$ cat src/rtl/mini_src_ctrl_pkg.sv
// Shared encodings for the Mini SRC hardwired control sequencer:
// sequencer states, instruction classes, opcodes, ALU codes and bus sources.
package mini_src_ctrl_pkg;

  typedef enum logic [3:0] {
    ST_RST    = 4'd0,
    ST_T0     = 4'd1,
    ST_T1     = 4'd2,
    ST_T2     = 4'd3,
    ST_T3     = 4'd4,
    ST_T4     = 4'd5,
    ST_T5     = 4'd6,
    ST_T6     = 4'd7,
    ST_HALTED = 4'd8
  } state_e;

  typedef enum logic [2:0] {
    CLS_ALU3,
    CLS_MULDIV,
    CLS_UNARY,
    CLS_MFHI,
    CLS_MFLO,
    CLS_NOP,
    CLS_HALT,
    CLS_ILLEGAL
  } instr_class_e;

  localparam logic [4:0] OP_ADD  = 5'b00000;
  localparam logic [4:0] OP_SUB  = 5'b00001;
  localparam logic [4:0] OP_AND  = 5'b00010;
  localparam logic [4:0] OP_OR   = 5'b00011;
  localparam logic [4:0] OP_DIV  = 5'b00100;
  localparam logic [4:0] OP_MUL  = 5'b00101;
  localparam logic [4:0] OP_NOT  = 5'b00110;
  localparam logic [4:0] OP_NEG  = 5'b00111;
  localparam logic [4:0] OP_MFHI = 5'b01000;
  localparam logic [4:0] OP_MFLO = 5'b01001;
  localparam logic [4:0] OP_NOP  = 5'b01010;
  localparam logic [4:0] OP_HALT = 5'b01011;

  localparam logic [3:0] ALU_ADD  = 4'b0000;
  localparam logic [3:0] ALU_SUB  = 4'b0001;
  localparam logic [3:0] ALU_AND  = 4'b0010;
  localparam logic [3:0] ALU_OR   = 4'b0011;
  localparam logic [3:0] ALU_DIV  = 4'b0100;
  localparam logic [3:0] ALU_MUL  = 4'b0101;
  localparam logic [3:0] ALU_NOT  = 4'b0110;
  localparam logic [3:0] ALU_NEG  = 4'b0111;
  localparam logic [3:0] ALU_NONE = 4'b0000;

  // GP registers R0-R15 use codes 00000-01111 ({1'b0, reg}).
  localparam logic [4:0] BUS_HI    = 5'b10000;
  localparam logic [4:0] BUS_LO    = 5'b10001;
  localparam logic [4:0] BUS_ZHIGH = 5'b10010;
  localparam logic [4:0] BUS_ZLOW  = 5'b10011;
  localparam logic [4:0] BUS_PC    = 5'b10100;
  localparam logic [4:0] BUS_MDR   = 5'b10101;

endpackage

$ cat src/rtl/instr_decode.sv
// Combinational instruction decode: splits IR into register fields and
// classifies the opcode into the execute-sequence family it needs.
module instr_decode
  import mini_src_ctrl_pkg::*;
(
  input  logic [31:0]  ir,
  output instr_class_e cls,
  output logic [3:0]   alu_op,
  output logic [3:0]   ra,
  output logic [3:0]   rb,
  output logic [3:0]   rc,
  output logic         illegal
);

  logic [4:0] op;

  assign op = ir[31:27];
  assign ra = ir[26:23];
  assign rb = ir[22:19];
  assign rc = ir[18:15];

  always_comb begin
    cls     = CLS_ILLEGAL;
    alu_op  = ALU_NONE;
    illegal = 1'b0;
    case (op)
      OP_ADD:  begin cls = CLS_ALU3;   alu_op = ALU_ADD; end
      OP_SUB:  begin cls = CLS_ALU3;   alu_op = ALU_SUB; end
      OP_AND:  begin cls = CLS_ALU3;   alu_op = ALU_AND; end
      OP_OR:   begin cls = CLS_ALU3;   alu_op = ALU_OR;  end
      OP_DIV:  begin cls = CLS_MULDIV; alu_op = ALU_DIV; end
      OP_MUL:  begin cls = CLS_MULDIV; alu_op = ALU_MUL; end
      OP_NOT:  begin cls = CLS_UNARY;  alu_op = ALU_NOT; end
      OP_NEG:  begin cls = CLS_UNARY;  alu_op = ALU_NEG; end
      OP_MFHI: cls = CLS_MFHI;
      OP_MFLO: cls = CLS_MFLO;
      OP_NOP:  cls = CLS_NOP;
      OP_HALT: cls = CLS_HALT;
      default: begin cls = CLS_ILLEGAL; illegal = 1'b1; end
    endcase
  end

endmodule

$ cat src/rtl/control_unit.sv
// Hardwired Mini SRC control sequencer: fetch T0-T2, class-specific execute
// T3-T6, Moore outputs decoded from the state register (and IR in T3-T6).
module control_unit
  import mini_src_ctrl_pkg::*;
(
  input  logic        clock,
  input  logic        clear,
  input  logic [31:0] IR,
  output logic [4:0]  BusDataSelect,
  output logic [3:0]  GP_addr,
  output logic        e_PC,
  output logic        e_IR,
  output logic        e_Y,
  output logic        e_Z,
  output logic        e_HI,
  output logic        e_LO,
  output logic        e_MDR,
  output logic        e_MAR,
  output logic        e_GP,
  output logic        incPC,
  output logic        MDR_read,
  output logic [3:0]  ALU_op,
  output logic        run,
  output logic        illegal_op,
  output logic [3:0]  state_out
);

  state_e       state, next_state;
  instr_class_e cls;
  logic [3:0]   dec_alu, ra, rb, rc;
  logic         dec_illegal;
  logic         unused_ir;

  // IR[14:0] carries immediates the sequencer never looks at.
  assign unused_ir = ^IR[14:0];

  instr_decode u_decode (
    .ir      (IR),
    .cls     (cls),
    .alu_op  (dec_alu),
    .ra      (ra),
    .rb      (rb),
    .rc      (rc),
    .illegal (dec_illegal)
  );

  always_ff @(posedge clock) begin
    if (clear) state <= ST_RST;
    else       state <= next_state;
  end

  assign state_out = state;

  // A class that does not own the current execute step means IR changed
  // mid-instruction; fall back to RST rather than guess.
  always_comb begin
    next_state = ST_RST;
    case (state)
      ST_RST: next_state = ST_T0;
      ST_T0:  next_state = ST_T1;
      ST_T1:  next_state = ST_T2;
      ST_T2:  next_state = ST_T3;
      ST_T3: begin
        case (cls)
          CLS_ALU3, CLS_MULDIV, CLS_UNARY: next_state = ST_T4;
          CLS_HALT:                        next_state = ST_HALTED;
          default:                         next_state = ST_T0;
        endcase
      end
      ST_T4: begin
        case (cls)
          CLS_ALU3, CLS_MULDIV: next_state = ST_T5;
          CLS_UNARY:            next_state = ST_T0;
          default:              next_state = ST_RST;
        endcase
      end
      ST_T5: begin
        case (cls)
          CLS_ALU3:   next_state = ST_T0;
          CLS_MULDIV: next_state = ST_T6;
          default:    next_state = ST_RST;
        endcase
      end
      ST_T6:     next_state = (cls == CLS_MULDIV) ? ST_T0 : ST_RST;
      ST_HALTED: next_state = ST_HALTED;
      default:   next_state = ST_RST;
    endcase
  end

  always_comb begin
    BusDataSelect = 5'b00000;
    GP_addr       = 4'h0;
    e_PC          = 1'b0;
    e_IR          = 1'b0;
    e_Y           = 1'b0;
    e_Z           = 1'b0;
    e_HI          = 1'b0;
    e_LO          = 1'b0;
    e_MDR         = 1'b0;
    e_MAR         = 1'b0;
    e_GP          = 1'b0;
    incPC         = 1'b0;
    MDR_read      = 1'b0;
    ALU_op        = ALU_NONE;
    run           = 1'b0;
    illegal_op    = 1'b0;
    case (state)
      ST_T0: begin
        run = 1'b1; BusDataSelect = BUS_PC; e_MAR = 1'b1; incPC = 1'b1; e_Z = 1'b1;
      end
      ST_T1: begin
        run = 1'b1; BusDataSelect = BUS_ZLOW; e_PC = 1'b1; MDR_read = 1'b1; e_MDR = 1'b1;
      end
      ST_T2: begin
        run = 1'b1; BusDataSelect = BUS_MDR; e_IR = 1'b1;
      end
      ST_T3: begin
        run        = 1'b1;
        illegal_op = dec_illegal;
        case (cls)
          CLS_ALU3:   begin BusDataSelect = {1'b0, rb}; e_Y = 1'b1; end
          CLS_MULDIV: begin BusDataSelect = {1'b0, ra}; e_Y = 1'b1; end
          CLS_UNARY:  begin BusDataSelect = {1'b0, rb}; ALU_op = dec_alu; e_Z = 1'b1; end
          CLS_MFHI:   begin BusDataSelect = BUS_HI; GP_addr = ra; e_GP = 1'b1; end
          CLS_MFLO:   begin BusDataSelect = BUS_LO; GP_addr = ra; e_GP = 1'b1; end
          default:    ;
        endcase
      end
      ST_T4: begin
        run = 1'b1;
        case (cls)
          CLS_ALU3:   begin BusDataSelect = {1'b0, rc}; ALU_op = dec_alu; e_Z = 1'b1; end
          CLS_MULDIV: begin BusDataSelect = {1'b0, rb}; ALU_op = dec_alu; e_Z = 1'b1; end
          CLS_UNARY:  begin BusDataSelect = BUS_ZLOW; GP_addr = ra; e_GP = 1'b1; end
          default:    ;
        endcase
      end
      ST_T5: begin
        run = 1'b1;
        case (cls)
          CLS_ALU3:   begin BusDataSelect = BUS_ZLOW; GP_addr = ra; e_GP = 1'b1; end
          CLS_MULDIV: begin BusDataSelect = BUS_ZLOW; e_LO = 1'b1; end
          default:    ;
        endcase
      end
      ST_T6: begin
        run = 1'b1;
        if (cls == CLS_MULDIV) begin
          BusDataSelect = BUS_ZHIGH;
          e_HI          = 1'b1;
        end
      end
      default: ;
    endcase
  end

endmodule

$ cat config.mk
export PLATFORM = sky130hd
export DESIGN_NAME = control_unit
export DESIGN_NICKNAME = d
export VERILOG_FILES = /design/src/rtl/mini_src_ctrl_pkg.sv /design/src/rtl/instr_decode.sv /design/src/rtl/control_unit.sv
export SDC_FILE = /design/constraint.sdc
export NUM_CORES = 1
export LEC_CHECK = 0
export CORE_MARGIN = 1
export CORE_UTILIZATION = 34
export DETAILED_ROUTE_END_ITERATION = 16
export PLACE_DENSITY = 0.87
export SLEW_MARGIN = 25
export SYNTH_ARGS = -nofsm -noshare
export SYNTH_HDL_FRONTEND = slang
export SYNTH_SLANG_ARGS = --single-unit
$ cat constraint.sdc
create_clock -name clock -period 3.9 [get_ports clock]
set_clock_uncertainty 0.1 [all_clocks]
set_input_delay 0.78 -clock clock [delete_from_list [all_inputs] [get_ports clock]]
set_output_delay 0.78 -clock clock [all_outputs]
set_load 0.02 [all_outputs]
==> run metrics <==
status=completed; highest net fanout along the worst path=5; number of antenna violations at the first check in global routing=0; Post-Route Utilization=0.6448; summed instance area of the synthesized netlist=753.2 sq um; Gate Count Post-Synth=112; largest vdd supply drop=0.1335 mV; sum of routed wire segments on met1=1027 microns; iteration count of the initial detailed-routing pass=4; wire length of the first global-routing pass=4278 microns; Routed WL=2630 microns; kind of cell adding the most delay to the critical path=buffers and inverters; clock tree from TritonCTS=done; Met3 Wirelength=261 microns; fmax=0.2662 GHz; worst hold slack across all endpoints=497.3 ps; Hold Vio Cnt, Final=0; Final nets=196; Inserted Diodes=0; worst r2r path cells=3; Slew Limit Fails=0; hold-critical path depth=1; Num CTS Buffers=3; pin count of the biggest net entering global routing=16; met2 wire length=1300 microns; remaining design rule violation count=0; count of buffer and inverter cells on the critical path=4; placer congestion estimate=0.8591; Crit. End Element=output pin; fraction of synthesis flops using an asynchronous set or reset pin=0; crit path time final=3757 ps; Clock H-tree levels=1; floorplan die width=49.07 microns; signal arrival time at the worst endpoint=2880 ps; Top cell by count, worst path=clkdlybuf4s50_1; Avg Inst Size Synth=6.725 sq um; power density over the cells=198.6 nW/um^2; critical path type=in2out; total number of clock tree sinks=4; Post-Synthesis Net Count=146; max capacitance violation total=0; # fillers=171; proportion of synthesized chip area in sequential cells=0.1063; total global routing track utilization=0.2265; Synth Flop Type=dfxtp_1; Seq cells post-synth=4; DR vias=1061; cells along the critical path=clkdlybuf4s50_1, nor4b_4, buf_4, nand2_2, or3_1, inv_1, clkdlybuf4s50_1; Syn-to-layout area delta=73.09%; Detailed Place HPWL=2001 microns; remaining global-route overflow=0; post-DR vias/cell=5.674; clock slew at reported path FFs=40 ps; setup tns final=0 ps; slowest stage cell, crit path=clkdlybuf4s50_1; worst setup slack for register-to-register paths=2170 ps; CTS Root Cell=clkbuf_4; max_slew headroom=0.6628; max FFs per register=4; number of rows created at floorplan=16; Critical Path Stages=7; biggest cell delay along the critical path=590 ps; area of the placeable core=2022 sq um; beginning of the worst hold path=state_out[3]$_SDFF_PP0_; Worst-Margin Slew=505.2 ps; Hold Buf Count CTS=0; Worst Path Required=3020 ps; port buffer count=47; via count of the first global-routing pass=983; synth warn=0; number of design-rule violations left by the first detailed-router iteration=39; hold endpoint=state_out[0]$_SDFF_PP0_; Hold Crit Class=reg2reg; final setup violating endpoints=0; placed cells=184; remaining antenna violation count after routing=0; starting density of the core=0.3725; total power=0.2589 mW; reg2reg end=state_out[0]$_SDFF_PP0_; Static Leak=0.5114 nW; unrepaired setup endpoints after global routing=false; ratio of final minimum period to clock period=0.9633; highest routing layer actually used=met4; number of flops mapped to enable cells by yosys=0; layout cell share with drive strength beyond 1=0.1188; Crit Reg-Reg Startpoint=state_out[1]$_SDFF_PP0_; I/O pin count=64; area of the die=2407 sq um; clock latency on the worst-skew pair=240 ps; CP Launch Type=input pin; buffers from clock root to sink, at most=2; Die Y-Extent=49.07 microns; non-filler cells, final=187; number of distinct library cells after synthesis=42; routed wire length per instance=14.06 microns
==> layout by cell type (no fill, tap or decap), types with 2 or more instances in the layout <==
cell and instances:
clkbuf_4 3, a21oi_1 7, clkdlybuf4s50_1 44, nand4_1 2, o221ai_1 3, a211oi_1 2
inv_1 7, nor2b_1 4, nor3b_2 2, nand2b_1 4, buf_4 11, a31oi_1 2
nand2_1 6, or3_1 3, o22ai_1 3, and2_1 4, nor2_1 9, mux2i_1 3
o21ai_0 6, dfxtp_1 4, and3_1 2, a311oi_1 3, dlymetal6s2s_1 3, nor3_1 5
==> synth_stat cells, types with 2 or more instances <==
cell type,number,area [sq um]
nor2b_1,4,25.02
nor3_1,5,25.02
nand2_1,6,22.52
nor3b_1,3,22.52
o22ai_1,3,18.77
nor2_1,9,33.78
nand2b_1,4,25.02
inv_1,7,26.28
o21ai_0,6,30.03
clkbuf_1,5,18.77
dfxtp_1,4,80.08
a31oi_1,2,12.51
mux2i_1,3,30.03
o221ai_1,3,26.28
buf_4,5,37.54
a21oi_1,7,35.03
or3_1,3,18.77
and3_1,2,12.51
a311oi_1,3,26.28
and2_1,4,25.02
a211oi_1,2,15.01
nand4_1,2,12.51
==> power by group <==
group | leakage (nW) | switching, mW | total (mW) | internal [mW]
Combinational | 0.465 | 0.0780 | 0.154 | 0.0756
Sequential | 0.0329 | 0.00696 | 0.0509 | 0.0439
Clock | 0.0138 | 0.0198 | 0.0544 | 0.0346
==> kinds of logic after synthesis <==
logic type / after synthesis / share of synthesized area
compound gates: 34 / 0.3173
xor+xnor: 1 / 0.01163
other cells: 1 / 0.004979
simple gates: 49 / 0.3837
mux: 3 / 0.03987
flops: 4 / 0.1063
buf+inv: 20 / 0.1362
==> final cells by class <==
cell class                      count  area (sq um)  share of cell area
Tap cell                           27         33.78             0.02591
Timing Repair Buffer               58         560.5              0.4299
Clock buffer                        3         22.52             0.01727
Inverter                            7         26.28             0.02015
Sequential cell                     4         80.08             0.06142
Multi-Input combinational cell     88         580.6              0.4453
==> per-stage QoR <==
| step | instance area [sq um] | setup WS (ps) |
|---|---|---|
| final | 1304 | 143.0 |
| after global routing | 1304 | 25.12 |
| after CTS | 1286 | 16.05 |
| after detailed placement | 1264 | 30.69 |
| after global placement | 1264 | 65.63 |
| after floorplan | 753.2 | 1019 |
==> how the worst max path moves through the flow <==
stage | to | start | slack [ps]
floorplan | e_LO | IR[31] | 1020
global placement | e_HI | IR[30] | 70
detailed placement | BusDataSelect[4] | IR[29] | 30
CTS | BusDataSelect[4] | IR[29] | 20
global route | GP_addr[3] | IR[28] | 30
finish | e_HI | IR[28] | 140
==> layer usage <==
layer	GRT usage	vias up
met1	0.2724	485
met5	0	-
met2	0.3813	66
met4	0.1176	0
li1	-	506
met3	0.03738	4
==> repair_timing <==
item | 4_1_cts | 5_1_grt
hold endpoints to repair | 0 | 0
setup buffers | 0 | 0
setup endpoints to repair | 0 | 7
gates resized for setup | 0 | 5
(Power assumes the default switching activity.)
